**config.mk**
```make
export PLATFORM = sky130hd
export DESIGN_NAME = ysyx_22050598_pipe_reg_skid
export DESIGN_NICKNAME = d
export VERILOG_FILES = /design/src/rtl/ysyx_22050598_pipe_reg_skid_pkg.sv /design/src/rtl/ysyx_22050598_pipe_reg_skid_dfflrn.sv /design/src/rtl/ysyx_22050598_pipe_reg_skid.sv
export SDC_FILE = /design/constraint.sdc
export NUM_CORES = 1
export LEC_CHECK = 0
export ABC_CLOCK_PERIOD_IN_PS = 3400
export CORE_MARGIN = 4
export CORE_UTILIZATION = 45
export DETAILED_ROUTE_END_ITERATION = 8
export PLACE_DENSITY = 0.74
export SYNTH_ARGS = -nofsm -noshare
export SYNTH_HDL_FRONTEND = slang
export SYNTH_SLANG_ARGS = --single-unit
```
**constraint.sdc**
```tcl
create_clock -name clk -period 3.4 [get_ports clk]
set_input_delay 0.68 -clock clk [delete_from_list [all_inputs] [get_ports clk]]
set_output_delay 0.68 -clock clk [all_outputs]
set_load 0.05 [all_outputs]
```
**src/rtl/ysyx_22050598_pipe_reg_skid_pkg.sv**
```systemverilog
`default_nettype none
// ============================================================================
// Module   : ysyx_22050598_pipe_reg_skid_pkg
// Brief    : Shared types and constants for the generic pipeline stage
//            register: stage state encoding, per-boundary payload widths
//            and the WB bundle field layout.
// Revision : 1.0  initial release
// ============================================================================
package ysyx_22050598_pipe_reg_skid_pkg;

  // Stage register state; the encoding doubles as the occupancy count.
  typedef enum logic [1:0] {
    PS_EMPTY = 2'd0,
    PS_BUSY  = 2'd1,
    PS_FULL  = 2'd2
  } ps_state_e;

  // WB bundle: {rd_data[63:0], rd_en, rd_idx[4:0], ebreak}
  localparam int unsigned c_wb_dw           = 71;
  localparam int unsigned c_wb_ebreak_bit   = 0;
  localparam int unsigned c_wb_rd_idx_lsb   = 1;
  localparam int unsigned c_wb_rd_idx_w     = 5;
  localparam int unsigned c_wb_rd_en_bit    = 6;
  localparam int unsigned c_wb_rd_data_lsb  = 7;
  localparam int unsigned c_wb_rd_data_w    = 64;

  // Number of entries held in a given state.
  function automatic logic [1:0] ps_occupancy(input ps_state_e s);
    logic [1:0] n;
    n = 2'd0;
    case (s)
      PS_EMPTY: n = 2'd0;
      PS_BUSY:  n = 2'd1;
      PS_FULL:  n = 2'd2;
      default:  n = 2'd0;
    endcase
    return n;
  endfunction

endpackage
`default_nettype wire

```
**src/rtl/ysyx_22050598_pipe_reg_skid_dfflrn.sv**
```systemverilog
`default_nettype none
// ============================================================================
// Module   : ysyx_22050598_sirv_gnrl_dfflrn
// Brief    : Load-enable flop bank with optional asynchronous active-low
//            reset to a parametrised value.
// Revision : 1.0  initial release
// ============================================================================
module ysyx_22050598_sirv_gnrl_dfflrn
  import ysyx_22050598_pipe_reg_skid_pkg::*;
#(
  parameter int            DW      = 32,
  parameter logic [DW-1:0] RST_VAL = '0,
  parameter bit            HAS_RST = 1'b1
) (
  input  logic          clk,
  input  logic          rst,
  input  logic          i_en,
  input  logic [DW-1:0] i_d,
  output logic [DW-1:0] o_q
);

  logic [DW-1:0] r_q;

  generate
    if (HAS_RST) begin : g_rst
      // Load on enable; asynchronous clear to RST_VAL while rst is low.
      always_ff @(posedge clk or negedge rst) begin
        if (!rst) begin
          r_q <= RST_VAL;
        end else if (i_en) begin
          r_q <= i_d;
        end
      end
    end else begin : g_norst
      // Load on enable; contents undefined until first load.
      always_ff @(posedge clk) begin
        if (i_en) begin
          r_q <= i_d;
        end
      end
    end
  endgenerate

  assign o_q = r_q;

endmodule
`default_nettype wire

```
**src/rtl/ysyx_22050598_pipe_reg_skid.sv**
```systemverilog
`default_nettype none
// ============================================================================
// Module   : ysyx_22050598_pipe_reg_skid
// Brief    : Generic valid/ready pipeline stage register. With SKID=1 it
//            holds up to two entries (main + skid) and presents a registered
//            in_ready; with SKID=0 it holds one entry and in_ready is
//            combinational. Provides flush, occupancy and a saturating
//            back-pressure cycle counter.
// Revision : 1.0  initial release
// ============================================================================
module ysyx_22050598_pipe_reg_skid
  import ysyx_22050598_pipe_reg_skid_pkg::*;
#(
  parameter int DW       = 71,
  parameter int SKID     = 1,
  parameter int RST_DATA = 1,
  parameter int CNT_W    = 16
) (
  input  logic             clk,
  input  logic             rst,
  input  logic             flush,
  input  logic             in_valid,
  output logic             in_ready,
  input  logic [DW-1:0]    in_data,
  output logic             out_valid,
  input  logic             out_ready,
  output logic [DW-1:0]    out_data,
  output logic [1:0]       occupancy,
  input  logic             cnt_clr,
  output logic [CNT_W-1:0] stall_cnt
);

  localparam logic [CNT_W-1:0] c_cnt_one = {{(CNT_W-1){1'b0}}, 1'b1};
  localparam bit               c_rst_data = (RST_DATA != 0);

  logic [1:0]       r_state;
  ps_state_e        w_state;
  ps_state_e        w_state_nxt;
  logic [DW-1:0]    r_main;
  logic [DW-1:0]    r_skid;
  logic [DW-1:0]    w_main_nxt;
  logic             w_main_en;
  logic             w_skid_en;
  logic             w_in_fire;
  logic             w_out_fire;
  logic             w_stall;
  logic             w_cnt_sat;
  logic             w_cnt_en;
  logic [CNT_W-1:0] w_cnt_nxt;
  logic [CNT_W-1:0] r_cnt;

  assign w_state    = ps_state_e'(r_state);
  assign w_in_fire  = in_valid & in_ready;
  assign w_out_fire = out_valid & out_ready;

  // Next state and data-load enables. With SKID=0 the combinational
  // in_ready forbids an accept while stalled, so FULL is never reached and
  // the same transition table serves both modes.
  always_comb begin
    w_state_nxt = w_state;
    w_main_en   = 1'b0;
    w_main_nxt  = in_data;
    w_skid_en   = 1'b0;
    case (w_state)
      PS_EMPTY: begin
        if (w_in_fire) begin
          w_state_nxt = PS_BUSY;
          w_main_en   = 1'b1;
        end
      end
      PS_BUSY: begin
        if (w_in_fire && w_out_fire) begin
          w_main_en   = 1'b1;
        end else if (w_in_fire) begin
          w_state_nxt = PS_FULL;
          w_skid_en   = 1'b1;
        end else if (w_out_fire) begin
          w_state_nxt = PS_EMPTY;
        end
      end
      PS_FULL: begin
        if (w_out_fire) begin
          w_state_nxt = PS_BUSY;
          w_main_en   = 1'b1;
          w_main_nxt  = r_skid;
        end
      end
      default: begin
        w_state_nxt = PS_EMPTY;
      end
    endcase
    // Flush discards everything, including a same-cycle accept; the data
    // registers keep their old contents since they are masked by valid.
    if (flush) begin
      w_state_nxt = PS_EMPTY;
      w_main_en   = 1'b0;
      w_skid_en   = 1'b0;
    end
  end

  ysyx_22050598_sirv_gnrl_dfflrn #(
    .DW      (2),
    .RST_VAL (2'(PS_EMPTY)),
    .HAS_RST (1'b1)
  ) u_state (
    .clk  (clk),
    .rst  (rst),
    .i_en (1'b1),
    .i_d  (2'(w_state_nxt)),
    .o_q  (r_state)
  );

  ysyx_22050598_sirv_gnrl_dfflrn #(
    .DW      (DW),
    .RST_VAL ({DW{1'b0}}),
    .HAS_RST (c_rst_data)
  ) u_main (
    .clk  (clk),
    .rst  (rst),
    .i_en (w_main_en),
    .i_d  (w_main_nxt),
    .o_q  (r_main)
  );

  generate
    if (SKID != 0) begin : g_skid
      ysyx_22050598_sirv_gnrl_dfflrn #(
        .DW      (DW),
        .RST_VAL ({DW{1'b0}}),
        .HAS_RST (c_rst_data)
      ) u_skid (
        .clk  (clk),
        .rst  (rst),
        .i_en (w_skid_en),
        .i_d  (in_data),
        .o_q  (r_skid)
      );

      // in_ready is a flop: it only reflects whether the next state has a
      // free slot, so out_ready never reaches it combinationally.
      logic r_in_ready;
      ysyx_22050598_sirv_gnrl_dfflrn #(
        .DW      (1),
        .RST_VAL (1'b1),
        .HAS_RST (1'b1)
      ) u_in_ready (
        .clk  (clk),
        .rst  (rst),
        .i_en (1'b1),
        .i_d  (w_state_nxt != PS_FULL),
        .o_q  (r_in_ready)
      );
      assign in_ready = r_in_ready;
    end else begin : g_noskid
      assign r_skid   = {DW{1'b0}};
      assign in_ready = ~out_valid | out_ready;
    end
  endgenerate

  // Back-pressure counter: clear wins over increment, holds at all-ones.
  assign w_stall   = out_valid & ~out_ready;
  assign w_cnt_sat = &r_cnt;
  assign w_cnt_en  = cnt_clr | (w_stall & ~w_cnt_sat);
  assign w_cnt_nxt = cnt_clr ? {CNT_W{1'b0}} : (r_cnt + c_cnt_one);

  ysyx_22050598_sirv_gnrl_dfflrn #(
    .DW      (CNT_W),
    .RST_VAL ({CNT_W{1'b0}}),
    .HAS_RST (1'b1)
  ) u_cnt (
    .clk  (clk),
    .rst  (rst),
    .i_en (w_cnt_en),
    .i_d  (w_cnt_nxt),
    .o_q  (r_cnt)
  );

  assign out_valid = (w_state != PS_EMPTY);
  assign out_data  = r_main;
  assign occupancy = ps_occupancy(w_state);
  assign stall_cnt = r_cnt;

endmodule
`default_nettype wire

```
==> flow_metrics.env <==
export IMPL_cts_clk_slew_worst_paths_ns=0.06
export IMPL_critPathMaxStageDelay_ns=0.89
export IMPL_clkSinkCount=161
export IMPL_multi_input_area_um2=2718
export IMPL_yosysSeqAreaShare_pct=58.44
export IMPL_crit_buf_inv=1
export IMPL_post_cts_buffers=0
export IMPL_first_pass_iters=4
export IMPL_groute_usage_overall_pct=18.19
export IMPL_synth_top_family_by_area="multiplexers"
export IMPL_syn_inst=563
export IMPL_wl_per_cell_um=16.97
export IMPL_critPathSlowestCell="clkdlybuf4s50_1"
export IMPL_antenna_found_initial=0
export IMPL_port_buffers=167
export IMPL_dp_slack_ns=0.6758
export IMPL_rsz0062_at_grt="no"
export IMPL_synthesis_area_um2=6897
export IMPL_tightestPinTransition_ns=0.5679
export IMPL_ctsHtreeMaxLevel=4
export IMPL_ir_drop_uv=414.8
export IMPL_tritoncts="yes"
export IMPL_clk_latency_ns=0.42
export IMPL_fin_ws_ns=0.5639
export IMPL_yosysWarnings=0
export IMPL_worst_setup_path_type="reg -> out"
export IMPL_ant_nets=0
export IMPL_synthAdderAreaFrac_pct=0.1814
export IMPL_finalInstanceArea_um2=9358
export IMPL_synth_xor_xnor_area_share_pct=1.270
export IMPL_crit_fanout=8
export IMPL_final_setup_tns_ns=0
export IMPL_cts_repair_resized=0
export IMPL_hold_path_class="in -> async"
export IMPL_path_cells="nor2b_1 > clkdlybuf4s50_1"
export IMPL_start_kind="flip-flop"
export IMPL_dpl_cell_count=890
export IMPL_fill_cells=1138
export IMPL_fin_crit_sh_pct=83.41
export IMPL_hold_buffers=0
export IMPL_cts_max_path_buffers=2
export IMPL_hold_ws_ns=0.2146
export IMPL_synth_async_reset_ratio_pct=100.0
export IMPL_cts_buffers=17
export IMPL_critPathTopFamily="buffers and inverters"
export IMPL_fin_util_pct=63.42
export IMPL_nets=803
export IMPL_grt_pass1_wl_um=25610
export IMPL_post_drt_via_cell_ratio=5.287
export IMPL_p_leak_nw=4.423
export IMPL_muxShareOfSynthArea_pct=22.04
export IMPL_fin_crit_ns=2.836
export IMPL_outcome="finished, final reports clean"
export IMPL_ys_top_cells_by_area="dfrtp_1 (58%), mux2_2 (12%), mux2i_1 (10%)"
export IMPL_seqCellArea_um2=4030
export IMPL_synth_simple_gate_area_share_pct=8.636
export IMPL_endpoint_kind="output pin"
export IMPL_worstPathArrival_ns=2.16
export IMPL_drt_iter0_drc=211
export IMPL_layout_cells_non_filler=921
export IMPL_drive_gt1_share_pct=16.42
export IMPL_synth_compound_area_share_pct=7.021
export IMPL_vias=4869
export IMPL_area_growth_pct=35.69
export IMPL_ys_flop_type="dfrtp_1"
export IMPL_boundaryPins=168
export IMPL_final_hold_violation_count=0
export IMPL_diodes=0
export IMPL_cellPowerDensity_nw_per_um2=656.5
export IMPL_max_slew_margin_pct=62.14
export IMPL_rows=44
export IMPL_ys_types=44
export IMPL_worst_ep_required_time_ns=2.72
export IMPL_skew_ns=0.009736
export IMPL_grt_overflow=0
export IMPL_die_x_um=131.8
export IMPL_cap_violations=0
export IMPL_finalSetupViolations=0
export IMPL_yosys_area_top_type="dfrtp_1"
export IMPL_drv_slew=0
export IMPL_core_area_um2=14750
export IMPL_place_congestion=0.7985
export IMPL_clock_fmax_mhz=352.6
export IMPL_syn_num_nets=641
export IMPL_die_area_um2=17370
export IMPL_post_dp_hpwl_um=10810
export IMPL_ff2ff_setup_slack_ns=1.36
export IMPL_grt_pass1_vias=5100
export IMPL_synth_edf_count=0
export IMPL_place_area_um2=8768
export IMPL_routed_wl_um=15630
export IMPL_chipHeight_um=131.8
export IMPL_yosys_area_top_type_share_pct=58.06
export IMPL_fin_total_pwr_mw=6.144
export IMPL_syn_avg_cell_area_um2=12.25
export IMPL_grt_max_degree=85
export IMPL_route_detailed_drc=0
export IMPL_start_util_pct=46.74
export IMPL_ys_seq_elements=161
export IMPL_clockRootBuffer="clkbuf_16"
[flip-flops by register name (all words and copies together) (netlist names)]
signal and cells:
g_skid.u_in_ready.o_q 1, g_skid.u_skid.o_q 71, u_cnt.o_q 16, u_main.o_q 71, u_state.o_q 2
[area by class of cell]
class | count | area share (%)
repair buffers | 175 | 19.05
clock buffers | 22 | 5.174
multi-input cells | 368 | 29.04
clock inverters | 9 | 1.123
inverters | 2 | 0.08022
well taps | 184 | 2.460
flip-flops and latches | 161 | 43.07
[power breakdown]
group          internal (mW)  switching, mW
Combinational          0.678          0.990
Sequential              2.35          0.238
Clock                   1.15          0.736
Total                   4.18           1.96
[final timing paths]
check / cells past startpoint / to / from
min in group clk: 1 / g_skid.u_skid.o_q[15] / g_skid.u_skid.o_q[15]
min: 1 / u_cnt.o_q[2] / rst
min reg2reg: 1 / g_skid.u_skid.o_q[15] / g_skid.u_skid.o_q[15]
max: 2 / occupancy[1] / u_state.o_q[0]
max reg2reg: 6 / u_main.o_q[44] / u_state.o_q[0]
max in group asynchronous: 2 / g_skid.u_skid.o_q[67] / rst
[cell usage in the layout, fill, tap and decap left out, types with 6 or more instances in the layout]
| master | n |
|---|---|
| a21oi_1 | 76 |
| nor2_1 | 85 |
| clkbuf_16 | 17 |
| dfrtp_1 | 160 |
| mux2i_1 | 72 |
| clkdlybuf4s50_1 | 166 |
| mux2_2 | 71 |
| nand3_1 | 6 |
| xor2_1 | 9 |
[synthesized netlist by cell type (2+ instances only)]
| library cell | n |
|---|---|
| o21ai_0 | 2 |
| nand3_1 | 7 |
| buf_1 | 3 |
| buf_4 | 2 |
| o2111ai_1 | 2 |
| nor2b_1 | 2 |
| nand4_1 | 3 |
| buf_2 | 25 |
| xor2_1 | 9 |
| nor2_1 | 85 |
| and4b_1 | 2 |
| clkbuf_1 | 2 |
| and3_1 | 4 |
| mux2_2 | 71 |
| nor3_1 | 4 |
| a21oi_1 | 76 |
| inv_1 | 2 |
| dfrtp_1 | 160 |
| nand2_1 | 4 |
| mux2i_1 | 72 |
| nand2b_1 | 2 |
| and2_1 | 2 |
[cell families (layout without fill, tap and decap cells)]
family,after synthesis,after routing
adder cells (fa/ha/maj),1,1
AND/OR/NAND/NOR,126,126
multiplexers,143,143
AO/OA/AOI/OAI,88,88
XOR/XNOR,10,10
buffers and inverters,34,208
flip-flops,161,161
[layer usage]
| layer | share of wire [%] | wire length [µm] | GRT usage [%] | vias up |
|---|---|---|---|---|
| met2 | 52 | 8126 | 31.29 | 131 |
| met1 | 42 | 6491 | 21.96 | 2407 |
| met5 | 0 | 0 | 0 | - |
| met3 | 4.2 | 657 | 4.389 | 24 |
| li1 | - | - | - | 2307 |
| met4 | 2.3 | 355 | 7.643 | 0 |
Power figures use the tool's default switching activity.
